`config.mk`:
```
export PLATFORM = sky130hd
export DESIGN_NAME = vga_pattern_sched
export DESIGN_NICKNAME = d
export VERILOG_FILES = /design/src/rtl/vga_pattern_sched.sv
export SDC_FILE = /design/constraint.sdc
export NUM_CORES = 1
export LEC_CHECK = 0
export ABC_AREA = 1
export CORE_ASPECT_RATIO = 0.8
export CORE_UTILIZATION = 35
export CTS_BUF_LIST = sky130_fd_sc_hd__clkbuf_4 sky130_fd_sc_hd__clkbuf_8
export DETAILED_ROUTE_END_ITERATION = 12
export PLACE_DENSITY = 0.66
export SETUP_SLACK_MARGIN = 0.05
export SLEW_MARGIN = 20
export SYNTH_ARGS = -nofsm -noshare
export SYNTH_HDL_FRONTEND = slang
export SYNTH_SLANG_ARGS = --single-unit
```
`constraint.sdc`:
```
create_clock -name clk -period 3.2 [get_ports clk]
set_input_delay 0.64 -clock clk [delete_from_list [all_inputs] [get_ports clk]]
set_output_delay 0.64 -clock clk [all_outputs]
set_load 0.02 [all_outputs]
```
`src/rtl/vga_pattern_sched.sv`:
```
// Frame-synchronous test-pattern sequencer for the 1920x1080 pixel generator.
// Picks pattern, checker size and colours; commits only on frame_start.

module vga_pattern_sched_deb #(
    parameter int DEB_CYCLES = 1485000
) (
    input  logic clk,
    input  logic rst,
    input  logic btn_i,
    output logic press_o
);
    localparam int CW = $clog2(DEB_CYCLES + 1);

    logic          s1_q;
    logic          s2_q;
    logic          stable_q;
    logic          stable_d;
    logic [CW-1:0] cnt_q;
    logic [CW-1:0] cnt_d;

    // Count how long the synchronised level differs from the stable level.
    always_comb begin
        cnt_d    = cnt_q;
        stable_d = stable_q;
        press_o  = 1'b0;
        if (s2_q == stable_q) begin
            cnt_d = '0;
        end else if (cnt_q == CW'(DEB_CYCLES - 1)) begin
            cnt_d    = '0;
            stable_d = s2_q;
            press_o  = s2_q;
        end else begin
            cnt_d = cnt_q + CW'(1);
        end
    end

    // Two-flop synchroniser plus debounce state.
    always_ff @(posedge clk) begin
        if (rst) begin
            s1_q     <= 1'b0;
            s2_q     <= 1'b0;
            stable_q <= 1'b0;
            cnt_q    <= '0;
        end else begin
            s1_q     <= btn_i;
            s2_q     <= s1_q;
            stable_q <= stable_d;
            cnt_q    <= cnt_d;
        end
    end
endmodule

module vga_pattern_sched #(
    parameter int FRAMES_PER_PAT = 60,
    parameter int NUM_PAT        = 5,
    parameter int DEB_CYCLES     = 1485000,
    parameter int CHK_MIN        = 5,
    parameter int CHK_MAX        = 8
) (
    input  logic        clk,
    input  logic        rst,
    input  logic        frame_start,
    input  logic        btn_next,
    input  logic        btn_mode,
    output logic [2:0]  pat_sel,
    output logic [3:0]  chk_shift,
    output logic [11:0] fg_rgb,
    output logic [11:0] bg_rgb,
    output logic        auto_mode,
    output logic        cfg_update
);
    localparam int FW = $clog2(FRAMES_PER_PAT + 1);

    typedef enum logic [0:0] {
        ST_AUTO,
        ST_MANUAL
    } state_t;

    state_t        state_q;
    state_t        state_d;
    logic [FW-1:0] frm_q;
    logic [FW-1:0] frm_d;
    logic          pend_q;
    logic          pend_d;
    logic [2:0]    pat_q;
    logic [2:0]    pat_d;
    logic [3:0]    chk_q;
    logic [3:0]    chk_d;
    logic [11:0]   fg_q;
    logic [11:0]   fg_d;
    logic [11:0]   bg_q;
    logic [11:0]   bg_d;
    logic          upd_q;
    logic          upd_d;
    logic          adv;
    logic          next_press;
    logic          mode_press;

    vga_pattern_sched_deb #(.DEB_CYCLES(DEB_CYCLES)) u_deb_next (
        .clk     (clk),
        .rst     (rst),
        .btn_i   (btn_next),
        .press_o (next_press)
    );

    vga_pattern_sched_deb #(.DEB_CYCLES(DEB_CYCLES)) u_deb_mode (
        .clk     (clk),
        .rst     (rst),
        .btn_i   (btn_mode),
        .press_o (mode_press)
    );

    function automatic logic [23:0] colours(input logic [2:0] p);
        logic [23:0] c;
        case (p)
            3'd0:    c = {12'hFFF, 12'h000};
            3'd1:    c = {12'hF00, 12'h00F};
            3'd2:    c = {12'hF00, 12'hF00};
            3'd3:    c = {12'h0F0, 12'h0F0};
            default: c = {12'h000, 12'h000};
        endcase
        return c;
    endfunction

    // Mode FSM, frame counting and step scheduling.
    always_comb begin
        state_d = state_q;
        frm_d   = frm_q;
        pend_d  = pend_q;
        adv     = 1'b0;
        case (state_q)
            ST_AUTO: begin
                if (frame_start) begin
                    if (frm_q == FW'(FRAMES_PER_PAT - 1)) begin
                        frm_d = '0;
                        adv   = 1'b1;
                    end else begin
                        frm_d = frm_q + FW'(1);
                    end
                end
                if (mode_press) begin
                    state_d = ST_MANUAL;
                end
            end
            default: begin
                if (frame_start && pend_q) begin
                    adv    = 1'b1;
                    pend_d = 1'b0;
                end
                // A press on the frame_start cycle belongs to the next frame.
                if (next_press) begin
                    pend_d = 1'b1;
                end
                if (mode_press) begin
                    state_d = ST_AUTO;
                    frm_d   = '0;
                    pend_d  = 1'b0;
                end
            end
        endcase
    end

    // Pattern advance with checker-size step on wrap, plus colour lookup.
    always_comb begin
        pat_d = pat_q;
        chk_d = chk_q;
        if (adv) begin
            if (pat_q == 3'(NUM_PAT - 1)) begin
                pat_d = '0;
                if (chk_q == 4'(CHK_MAX)) begin
                    chk_d = 4'(CHK_MIN);
                end else begin
                    chk_d = chk_q + 4'd1;
                end
            end else begin
                pat_d = pat_q + 3'd1;
            end
        end
        {fg_d, bg_d} = colours(pat_d);
        upd_d        = adv && ((pat_d != pat_q) || (chk_d != chk_q));
    end

    // State and configuration registers.
    always_ff @(posedge clk) begin
        if (rst) begin
            state_q <= ST_AUTO;
            frm_q   <= '0;
            pend_q  <= 1'b0;
            pat_q   <= '0;
            chk_q   <= 4'(CHK_MAX);
            fg_q    <= 12'hFFF;
            bg_q    <= 12'h000;
            upd_q   <= 1'b0;
        end else begin
            state_q <= state_d;
            frm_q   <= frm_d;
            pend_q  <= pend_d;
            pat_q   <= pat_d;
            chk_q   <= chk_d;
            fg_q    <= fg_d;
            bg_q    <= bg_d;
            upd_q   <= upd_d;
        end
    end

    assign pat_sel    = pat_q;
    assign chk_shift  = chk_q;
    assign fg_rgb     = fg_q;
    assign bg_rgb     = bg_q;
    assign auto_mode  = (state_q == ST_AUTO);
    assign cfg_update = upd_q;
endmodule

```
==> reports/metrics.csv <==
stage,metric,value,unit
finish,Antenna Cells,0,
clock_tree,hold bufs inserted after CTS,0,
synth,Syn Std Cell Area,3620,um2
timing,Final Hold Viols,0,
global_routing,All-Layer GR Usage,15.0,%
synth,number of enable flip-flop cells after synthesis,0,
power_and_ir_drop,leakage,1.58,nW
place,worst slack at placement,0.954,ns
timing,Final Max Tran Viols,0,
synth,"Seq/Total Area, Yosys",38.7,%
critical_path,Critical Path Source Type,register,
die,row cnt,32,
place,Final HPWL DP,5560,um
place,Port Buffers,37,
clock_tree,# Post-CTS Setup Buffers,0,
timing,final period utilization,69.3,%
synth,syn nets,517,
die,core area,9850,um2
synth,Synth Flop Type,dfxtp_1,
detailed_routing,DR WL/cell,11.1,um
finish,layout cells sized above 1,10.4,%
synth,#FFs+latches synth,70,
die,Initial Utilization,36.8,%
place,placed cells,657,
finish,most frequent cells in the layout,"nand2_1, nor2_1, dfxtp_1",
timing,Slew Limit Headroom,53.5,%
status,status,"finished, final reports clean",
place,Final GP Congestion,0.816,
timing,post-layout min period,2.22,ns
clock_tree,Clock Path Buffers,2,
clock_tree,TritonCTS clock tree,yes,
clock_tree,H-tree Lvls,3,
detailed_routing,final WL,7460,um
global_routing,Overflow after GRT,0,
critical_path,critical path's slowest cell,clkdlybuf4s50_1,
finish,Non-Filler Instances,673,
clock_tree,Worst-Skew Late Latency,0.35,ns
detailed_routing,routed via count,3117,
detailed_routing,DRC,0,
die,io pins,38,
synth,syn avg cell area,7.17,um2
power_and_ir_drop,Comb pwr share,2.1,%
detailed_routing,DR iter-0 viols,261,
synth,ys async rst share,0,%
timing,slew of the pin with the lowest slew margin,0.695,ns
power_and_ir_drop,Clock Power Share,45.0,%
clock_tree,clk sinks,70,
finish,fill count,1035,
die,die area,10800,um2
critical_path,Crit Path Category,reg2out,
critical_path,Worst EP arrival,1.58,ns
finish,"Area growth, synth to finish",16.7,%
power_and_ir_drop,Reg power frac,53.0,%
detailed_routing,Antenna Nets Post-Route,0,
global_routing,vias in the first global route,2872,
critical_path,Crit path required time,2.56,ns
power_and_ir_drop,peak supply drop,195,uV
critical_path,sequence of cells on the critical path,inv_2 > clkdlybuf4s50_1,
finish,"commonest non-fill, non-tap cell in the layout",nand2_1,
global_routing,first-pass GRT wire length,12700,um
detailed_routing,drt first pass iters,4,
synth,Synth Instances,505,
synth,Yosys Warn Count,0,
global_routing,initial antenna violation count,0,
timing,final setup fails,0,
job,max capacitance violation total,0,
detailed_routing,Via density,4.63,
power_and_ir_drop,Power Dens Cells,393,nW/um2
die,Die Y-Extent,93.0,um
timing,setup TNS,0,ns
finish,nets,544,
global_routing,largest net degree at the start of global routing,22,
critical_path,crit-path max cell delay,0.57,ns
critical_path,Worst setup EP type,output pin,
critical_path,worst-path fanout max,8,
timing,skew final,0.0115,ns
clock_tree,Post-CTS Resized,0,
timing,max frequency,0.451,GHz
power_and_ir_drop,sw power,0.352,mW
timing,WHS,0.403,ns
timing,RSZ-0062 raised after global routing,false,
power_and_ir_drop,Sw Share,21.2,%
power_and_ir_drop,internal power,1.31,mW
worst_hold_path,HP Class,reg2reg,
clock_tree,Clock transition at path regs,0.07,ns
die,die span in x,116,um
clock_tree,CTS Buf Count,9,
timing,Final WS setup,0.982,ns
synth,Synth cell types,37,
clock_tree,CTS Root Cell,clkbuf_8,
==> metal layers <==
metal	vias up	part of all wire, %	global-route usage (%)
li1	1662	-	-
met1	1404	50	19.0
met3	11	3.9	4.45
met4	0	1.6	5.98
met2	40	44	23.8
met5	-	0	0
==> power groups by stage <==
stage          clock network [mW]  logic, mW  registers, mW
2_1_floorplan                   0     0.0217          0.899
3_3_place_gp                    0     0.0343          0.899
3_5_place_dp                    0     0.0346          0.899
4_1_cts                     0.774     0.0347          0.879
5_1_grt                     0.807     0.0384          0.879
6_report                    0.747     0.0344          0.879
==> critical path, delay by kind of cell (launching register included) <==
family                 cells  cell delay (ns)
DFF                        1             0.53
buffers and inverters      2             0.70
==> Yosys cell counts, drive strengths merged, types with 3 or more instances <==
cell      n  area share, %
or2       6            1.0
nand3    40            5.8
a211oi    3           0.62
o21ai     9            1.5
xor2      8            1.9
buf      23            4.6
inv      62            6.4
a21oi    33            4.7
ha        7            2.4
nand2   112             13
xnor2     5            1.2
nor3b     4           0.83
nor2     83             10
nand4    11            2.1
nor3     17            2.8
dfxtp    70             39
==> per-stage QoR <==
step                utilization [%]  total power, mW  cell area, um2
CTS                            42.9             1.69            4220
floorplan                         -            0.920            3620
global placement               40.8            0.934            4020
finish                         42.9             1.66            4220
global route                   42.9             1.73            4220
detailed placement             40.8            0.934            4020
==> sequential cells by signal (all words and copies together), names as in the netlist <==
name / count
u_deb_mode.stable_q: 1
pend_q: 1
fg_rgb: 3
u_deb_next.stable_q: 1
u_deb_next.cnt_q: 21
u_deb_mode.s2_q: 1
u_deb_next.s2_q: 1
u_deb_mode.s1_q: 1
chk_shift: 4
u_deb_mode.cnt_q: 21
state_q: 1
u_deb_next.s1_q: 1
bg_rgb: 3
frm_q: 6
pat_sel: 3
cfg_update: 1
==> path summary, 6_finish.rpt <==
check / slack [ns] / cells after the start / from / end
hold / removal: 0.40 / 2 / u_deb_next.s1_q / u_deb_next.s2_q
setup / recovery: 0.98 / 2 / state_q / auto_mode
hold reg to reg: 0.40 / 2 / u_deb_next.s1_q / u_deb_next.s2_q
setup reg to reg: 1.27 / 7 / u_deb_next.cnt_q[0] / u_deb_next.cnt_q[15]
==> cells by family (layout without fill, tap and decap cells) <==
logic type,Yosys count,count (layout),share of synthesized area [%]
xor gates and xnor gates,13,13,3.15
DFF,70,70,38.7
and+or+nand+nor,277,277,36.5
AOI/OAI and AO/OA,51,51,7.92
adders and majority gates,7,7,2.42
buffers and inverters,87,119,11.3
==> area by class of cell <==
class,count,area [um2],share of cell area (%)
Timing Repair Buffer,41,400,9.48
Tap cell,136,170,4.03
Clock buffer,13,166,3.94
Clock inverter,3,42.5,1.01
Sequential cell,70,1400,33.2
Multi-Input combinational cell,348,1810,42.9
Inverter,62,233,5.51
Power figures use the tool's default switching activity.
